<file path="config.mk">
export PLATFORM = sky130hd
export DESIGN_NAME = regfile_mp
export DESIGN_NICKNAME = d
export VERILOG_FILES = /design/src/rtl/regfile_pkg.sv /design/src/rtl/regfile_wr_arb.sv /design/src/rtl/regfile_mp.sv
export SDC_FILE = /design/constraint.sdc
export NUM_CORES = 2
export LEC_CHECK = 0
export CAP_MARGIN = 20
export CORE_UTILIZATION = 50
export DETAILED_ROUTE_END_ITERATION = 8
export DONT_BUFFER_PORTS = 1
export GPL_TIMING_DRIVEN = 0
export PLACE_DENSITY = 0.62
export REMOVE_ABC_BUFFERS = 1
export SYNTH_ARGS = -nofsm -noshare
export SYNTH_HDL_FRONTEND = slang
export SYNTH_SLANG_ARGS = --single-unit
</file>
<file path="constraint.sdc">
create_clock -name clk -period 5 [get_ports clk]
set_input_delay 1 -clock clk [delete_from_list [all_inputs] [get_ports clk]]
set_output_delay 1 -clock clk [all_outputs]
set_load 0.05 [all_outputs]
</file>
<file path="src/rtl/regfile_pkg.sv">
// Shared types and constants for the multi-port register file.
// Optional feature macro used by the register file: REGFILE_BYPASS_EN
// (write-to-read forwarding within one cycle).
package regfile_pkg;

    // Default data width, used by the word typedef
    localparam int RF_XLEN = 32;

    // 1: reset loads each register with its own index; 0: reset loads zero
    localparam int RF_RESET_INIT_IDX = 1;

    typedef logic [RF_XLEN-1:0] rf_word_t;

    // Address width needed to index n registers
    function automatic int addr_w(input int n);
        return $clog2(n);
    endfunction

endpackage

</file>
<file path="src/rtl/regfile_wr_arb.sv">
// Write-port arbiter for the multi-port register file.
// For every register it produces a write strobe and the index of the winning
// write port. When ports collide on one address, the highest-index port wins.
// Register 0 never gets a strobe when ZERO_REG is set. An address past the
// end of the file never matches a register, so such writes fall away.
module regfile_wr_arb
    import regfile_pkg::*;
#(
    parameter int NREGS    = 32,
    parameter int NWR      = 2,
    parameter int ZERO_REG = 1,
    localparam int AW      = addr_w(NREGS),
    localparam int SW      = (NWR > 1) ? $clog2(NWR) : 1
) (
    input  logic [NWR-1:0]           wr_en,
    input  logic [NWR-1:0][AW-1:0]   wr_addr,
    output logic [NREGS-1:0]         we,
    output logic [NREGS-1:0][SW-1:0] sel
);

    // Scan ports in ascending order so a later (higher) port overrides earlier ones
    always_comb begin
        we  = '0;
        sel = '0;
        for (int r = 0; r < NREGS; r++) begin
            for (int k = 0; k < NWR; k++) begin
                if (wr_en[k] && (wr_addr[k] == AW'(r)) && ((ZERO_REG == 0) || (r != 0))) begin
                    we[r]  = 1'b1;
                    sel[r] = SW'(k);
                end else begin
                    we[r]  = we[r];
                    sel[r] = sel[r];
                end
            end
        end
    end

endmodule

</file>
<file path="src/rtl/regfile_mp.sv">
// Multi-port register file with a busy scoreboard.
// NRD registered read ports, NWR prioritised write ports, one reserve port
// that marks registers busy, and a combinational debug probe.
// Optional feature: define REGFILE_BYPASS_EN to forward a same-cycle write
// to a read of the same address. The forwarded read also sees the busy bit
// after that cycle's write and reserve. Without the macro, a read returns
// the value and the busy bit from before the edge.
module regfile_mp
    import regfile_pkg::*;
#(
    parameter int XLEN     = 32,
    parameter int NREGS    = 32,
    parameter int NRD      = 2,
    parameter int NWR      = 2,
    parameter int ZERO_REG = 1,
    localparam int AW      = addr_w(NREGS),
    localparam int SW      = (NWR > 1) ? $clog2(NWR) : 1
) (
    input  logic                       clk,
    input  logic                       rst,
    input  logic [NRD-1:0]             rd_en,
    input  logic [NRD-1:0][AW-1:0]     rd_addr,
    output logic [NRD-1:0][XLEN-1:0]   rd_data,
    output logic [NRD-1:0]             rd_valid,
    output logic [NRD-1:0]             rd_hazard,
    input  logic [NWR-1:0]             wr_en,
    input  logic [NWR-1:0][AW-1:0]     wr_addr,
    input  logic [NWR-1:0][XLEN-1:0]   wr_data,
    input  logic                       rsv_en,
    input  logic [AW-1:0]              rsv_addr,
    output logic [NREGS-1:0]           busy,
    input  logic [AW-1:0]              dbg_addr,
    output logic [XLEN-1:0]            dbg_data
);

    logic [XLEN-1:0]         regs_r [NREGS];
    logic [NREGS-1:0]        busy_nxt_s;
    logic [NREGS-1:0]        we_s;
    logic [NREGS-1:0][SW-1:0] sel_s;
    logic [NRD-1:0][XLEN-1:0] rd_word_s;
    logic [NRD-1:0]          rd_haz_s;

    // True when the address names a register that exists
    function automatic logic in_range(input logic [AW-1:0] a);
        return ({1'b0, a} < (AW+1)'(NREGS));
    endfunction

    regfile_wr_arb #(
        .NREGS    (NREGS),
        .NWR      (NWR),
        .ZERO_REG (ZERO_REG)
    ) u_wr_arb (
        .wr_en   (wr_en),
        .wr_addr (wr_addr),
        .we      (we_s),
        .sel     (sel_s)
    );

    // Register array: reset loads index values, then takes the winning port's data
    always_ff @(posedge clk or negedge rst) begin
        if (!rst) begin
            for (int i = 0; i < NREGS; i++) begin
                regs_r[i] <= (RF_RESET_INIT_IDX != 0) ? XLEN'(i) : '0;
            end
        end else begin
            for (int i = 0; i < NREGS; i++) begin
                if (we_s[i]) begin
                    regs_r[i] <= wr_data[sel_s[i]];
                end else begin
                    regs_r[i] <= regs_r[i];
                end
            end
        end
    end

    // Scoreboard next state: a reserve beats a clearing write to the same register
    always_comb begin
        busy_nxt_s = busy_r_view();
        for (int r = 0; r < NREGS; r++) begin
            if (rsv_en && (rsv_addr == AW'(r)) && ((ZERO_REG == 0) || (r != 0))) begin
                busy_nxt_s[r] = 1'b1;
            end else if (we_s[r]) begin
                busy_nxt_s[r] = 1'b0;
            end else begin
                busy_nxt_s[r] = busy[r];
            end
        end
    end

    // Present scoreboard state, read back by the next-state logic
    function automatic logic [NREGS-1:0] busy_r_view();
        return busy;
    endfunction

    // Scoreboard register
    always_ff @(posedge clk or negedge rst) begin
        if (!rst) begin
            busy <= '0;
        end else begin
            busy <= busy_nxt_s;
        end
    end

    // Read-data select per port, with optional same-cycle write forwarding
    always_comb begin
        rd_word_s = '0;
        rd_haz_s  = '0;
        for (int p = 0; p < NRD; p++) begin
            if (in_range(rd_addr[p])) begin
`ifdef REGFILE_BYPASS_EN
                if (we_s[rd_addr[p]]) begin
                    rd_word_s[p] = wr_data[sel_s[rd_addr[p]]];
                end else begin
                    rd_word_s[p] = regs_r[rd_addr[p]];
                end
                rd_haz_s[p] = busy_nxt_s[rd_addr[p]];
`else
                rd_word_s[p] = regs_r[rd_addr[p]];
                rd_haz_s[p]  = busy[rd_addr[p]];
`endif
            end else begin
                rd_word_s[p] = '0;
                rd_haz_s[p]  = 1'b0;
            end
        end
    end

    // Read output registers: data holds while a port is idle
    always_ff @(posedge clk or negedge rst) begin
        if (!rst) begin
            rd_data   <= '0;
            rd_valid  <= '0;
            rd_hazard <= '0;
        end else begin
            rd_valid  <= rd_en;
            rd_hazard <= rd_en & rd_haz_s;
            for (int p = 0; p < NRD; p++) begin
                if (rd_en[p]) begin
                    rd_data[p] <= rd_word_s[p];
                end else begin
                    rd_data[p] <= rd_data[p];
                end
            end
        end
    end

    // Debug probe straight from the array, no forwarding
    always_comb begin
        if (in_range(dbg_addr)) begin
            dbg_data = regs_r[dbg_addr];
        end else begin
            dbg_data = '0;
        end
    end

endmodule
</file>
# Yosys cells after proc, flatten, opt, wreduce, memory -nomap -nowiden
# Cells that the tools add are included.
totals:
  ff_bits: 1091
  output_inout_bits: 132
  wordCells: 553
op_classes:
  magnitude_cmp: 36
  eq_ne: 93
  muxes: 230
  n_bitwise: 4
  n_reduce_logical: 124
ops:
  columns: ["operator", "count"]
  rows:
  - ["$mux W32", 68]
  - ["$bmux W32 S5", 3]
  - ["$eq A5 B5 Y1 const B", 48]
  - ["$mux W1", 157]
  - ["$eq A5 B4 Y1 const B", 24]
  - ["$logic_and A1 B1 Y1", 93]
  - ["$lt A1 B2 Y1 const B", 31]
  - ["$reduce_bool A2 Y1", 31]
  - ["$eq A5 B3 Y1 const B", 12]
  - ["$eq A5 B2 Y1 const B", 6]
  - ["$ge A6 B6 Y1 const B", 3]
  - ["$not A5 Y6", 3]
  - ["$eq A5 B1 Y1 const B", 3]
  - ["$lt A5 B6 Y1 const B", 2]
  - ["$bmux W1 S5", 2]
  - ["$and A2 B2 Y2", 1]

# Depth between registers and ports, before layout
logic_depth:
  depth_word: 6
  depth_mapped: 9

# Hierarchy
# Synthesis repeated with hierarchy kept, for this count alone.
hier_totals:
  hier_cells: 7588
  area_unflattened_um2: 76711.1
by_module_without_submodules:
  columns: ["mod", "n_inst", "cells_each", "area_each_um2", "seq_area_each_um2"]
  rows:
  - ["regfile_mp", 1, 7479, 76074.2, 28202.0]
  - ["regfile_wr_arb", 1, 109, 636.9, 0.0]

# Worst setup path after synthesis
# Ideal clock, no wire load.
synth_timing:
  path_type: "input port to output port"
  start: "input dbg_addr[0]"
  end: "output dbg_data[18]"
  arrival_ps: 2914
  required_ps: 4000
  path_slack_ps: 1086
  cell_stages: 8
  path_cell_list: "clkbuf_1 buf_2 buf_2 mux4_2 mux2i_1 nor2_1 a21oi_1 o221ai_1"
synth_between:
  elab_chain_cells: 4
synth_rtl:
  columns: ["item", "line", "rtl"]
  rows:
  - ["from (decl)", "regfile_mp.sv:32", "input logic [AW-1:0] dbg_addr,"]
  - ["$not A5 Y6 (not written as such)", "regfile_mp.sv:150", "dbg_data = regs_r[dbg_addr];"]
  - ["$bmux W32 S5", "regfile_mp.sv:150", null]
  - ["$mux W32 (not written as such) (2 in series)", "regfile_mp.sv:150", null]
  - ["to (decl)", "regfile_mp.sv:33", "output logic [XLEN-1:0] dbg_data"]
# Every way passes these cells. The select of a mux whose other input is x is not followed.

# Final worst setup path
layout_timing:
  start: "input dbg_addr[0]"
  end: "output dbg_data[19]"
# Same word-level chain as after synthesis.

==> summary.txt <==
Status
  – Outcome: finished, violations left
  – Violated checks: slew limit

Yosys
  – Synth warn: 0
  – EDFF count, synth: 0
  – Synth top area share: 33.6%
  – Count of cell types in the netlist: 68
  – #FFs+latches synth: 1,091
  – Count leader, synth: mux2i_1
  – Mean Syn Cell Area: 10.4 µm²
  – Async SR Flop Fraction: 100%
  – Sequential share of the synthesized area: 36.3%
  – Synth top cells by count: 1,403 x mux2i_1, 1,011 x dfrtp_1, 892 x a21oi_1
  – Ys flop type: dfrtp_1
  – Largest cells by area after synthesis: dfrtp_1 34%, mux2i_1 19%, mux4_2 16%
  – Synth area leader: dfrtp_1
  – Cells after Synth: 7,251
  – Mapped cell area: 75,400 µm²

Floorplanning
  – Row count: 142
  – Core Region: 150,000 µm²
  – Io pins: 233
  – Die Wd: 390 µm
  – DIE AREA: 152,000 µm²
  – Chip Height: 390 µm
  – Starting density of the core: 50.3%

GRT
  – Grt ovf: 0
  – Vias in the first global route: 60,600
  – Largest net degree at the start of global routing: 1,045
  – GRT Overall Usage: 41.8%
  – Initial antenna violation count: 6
  – First-pass GRT wire length: 454,000 µm

CTS
  – H-tree depth: 4
  – CTS Sinks: 1,091
  – Clk pin slew, worst setup/hold paths: 0.06 ns
  – CTS Root Cell: clkbuf_16
  – Resized Gates After CTS: 0
  – CTS tree: done
  – CTS Buf Count: 133
  – Worst skew pair latency: 0.82 ns
  – CTS max path bufs: 3

Layout
  – Filler Cells Inserted: 12,700
  – Reg area: 27,400 µm²
  – Post-route cell area: 83,000 µm²
  – Number of nets in the layout: 6,836
  – Multi-input gate area: 44,500 µm²
  – Layout cells sized above 1: 18.1%
  – Area grow syn2layout: 10.1%

Power and ir drop
  – Comb pwr share: 25.6%
  – Switching share of power: 32.9%
  – Switch Pwr: 11.0 mW
  – Int Pwr: 22.6 mW
  – Maximum vdd drop: 0.464 mV
  – Leakage: 35.6 nW
  – Power Dens Cells: 405 nW/µm²
  – Seq pwr share: 43.0%
  – Clock share of power: 31.4%

Placed design
  – Gpl congestion: 0.847
  – Post-DP HPWL: 186,000 µm
  – Port Buffers: 0
  – Post-DP Area: 78,100 µm²
  – Placement Setup Slack: 1.05 ns

Critical path
  – Critical path class: in -> out
  – Element type at the critical path end: output port
  – CP required: 4.00 ns
  – Launch point of the worst reg-to-reg path: busy[1]
  – Crit path DAT: 3.30 ns
  – Startpoint Class: input port
  – Reg2reg path depth: 5
  – CP max FO: 257
  – Reg2Reg Setup Slack: 2.27 ns
  – R2r endpoint: rd_hazard[0]

Drt
  – WL final: 321,000 µm
  – TritonRoute pass-1 iters: 9
  – Remaining antenna violation count: 0
  – Routed vias: 64,000
  – Vias per inst: 7.22
  – # DRC: 0
  – WL per Instance: 36.2 µm
  – Initial DRC count: 10,400

STA
  – Maximum clock frequency: 0.233 GHz
  – Setup Skew: 0.0292 ns
  – Max-slew violations: 72
  – Final Hold Viols: 0
  – Fin worst setup slack: 0.701 ns
  – Final min period: 4.30 ns
  – Final setup TNS: 0 ns
  – Setup-failing EPs final: 0
  – Relative slew margins: -23.5%
  – Slew @ Worst Pin: 1.85 ns
  – Fin crit share: 86.0%
  – RSZ-0062 raised after global routing: no

Job
  – Max Cap Violations: 0

Hold path
  – Min-delay worst type: in -> async
==> layer usage <==
| layer | up-vias | track usage (%) | part of all wire (%) |
|---|---|---|---|
| met5 | - | 0 | 0.032 |
| met4 | 12 | 26.3 | 7.3 |
| li1 | 25900 | - | - |
| met3 | 1258 | 14.4 | 14 |
| met1 | 31700 | 53.8 | 36 |
| met2 | 5172 | 60.0 | 42 |
==> stage by stage <==
stage          power, mW  cells  hold slack, ns  utilization [%]
3_3_place_gp        22.0   8421           0.554             49.3
2_1_floorplan       20.3   6405           0.542                -
4_1_cts             33.2   8853          0.0541             55.3
6_report            33.6   8868          0.0434             55.4
5_1_grt             34.9   8861          0.0467             55.4
3_5_place_dp        22.7   8607           0.561             52.1
==> cell families after synthesis <==
logic type	after synthesis	synth area share [%]
AOI/OAI and AO/OA	1604	12.5
other	1	0.00497
buffers and inverters	855	5.41
and+or+nand+nor	1650	9.25
muxes	2050	36.5
DFF	1091	36.3
==> critical path: stages <==
cell      delay (ns)
nor2b_4         0.82
buf_12          0.30
a22oi_1         0.12
o21ai_1         0.22
a21oi_1         0.10
o221ai_1        0.19
buf_6           0.23
==> state kept, by name, summed over array words and instances, names as in the netlist <==
signal	flops
rd_valid	2
rd_data	64
regs_r	992
busy	31
rd_hazard	2
==> cells in the final DEF (no fill, tap or decap), types with 10 or more instances in the layout <==
cell type and count:
mux4_2 538, nor2b_1 46, dfstp_2 80, buf_12 36
o21ai_1 120, o21ai_0 183, nor2_1 871, clkbuf_16 140
dfrtp_1 1011, a32o_1 15, nand4_1 33, nand2b_1 35
a22o_1 30, a221oi_1 144, buf_8 27, o211ai_1 35
nand3_1 47, nor2_4 14, clkbuf_8 33, buf_6 24
clkbuf_1 33, bufinv_16 14, o221ai_1 28, a21oi_1 892
buf_16 83, mux2_2 101, a31oi_1 32, a22oi_1 59
o211a_1 25, nand3b_1 10, nor3_1 58, nand2_4 26
nand2_1 435, clkinv_2 15, mux2i_1 1403, buf_4 24
==> worst max path at each step <==
stage | from | to | slack [ns] | depth (start not counted)
3_5_place_dp | dbg_addr[0] | dbg_data[19] | 1.05 | 7
4_1_cts | dbg_addr[0] | dbg_data[19] | 0.97 | 7
2_1_floorplan | wr_addr[9] | regs_r[898] | -0.87 | 3
5_1_grt | dbg_addr[0] | dbg_data[19] | 0.83 | 7
3_3_place_gp | wr_addr[7] | regs_r[920] | -9.02 | 2
6_report | dbg_addr[0] | dbg_data[19] | 0.70 | 7
==> repair_timing <==
item,CTS,global route
hold buffers,1,0
setup endpoints to repair,0,0
setup buffers,0,0
hold endpoints to repair,48,0
==> layout make-up <==
type	instances	share of cell area, %
multi-input combinational	5305	53.6
sequential	1091	33.0
clock buffer	206	4.92
timing repair buffer	195	4.66
tap	2016	3.04
clock inverter	39	0.746
inverter	9	0.0407
antenna	7	0.0211
==> power groups by stage <==
stage	Sequential [mW]	Combinational (mW)	Clock (mW)
4_1_cts	14.3	8.28	10.6
3_3_place_gp	14.2	7.80	0
6_report	14.4	8.60	10.6
2_1_floorplan	13.6	6.65	0
5_1_grt	14.7	9.24	10.9
3_5_place_dp	14.4	8.25	0
(Power assumes the default switching activity.)
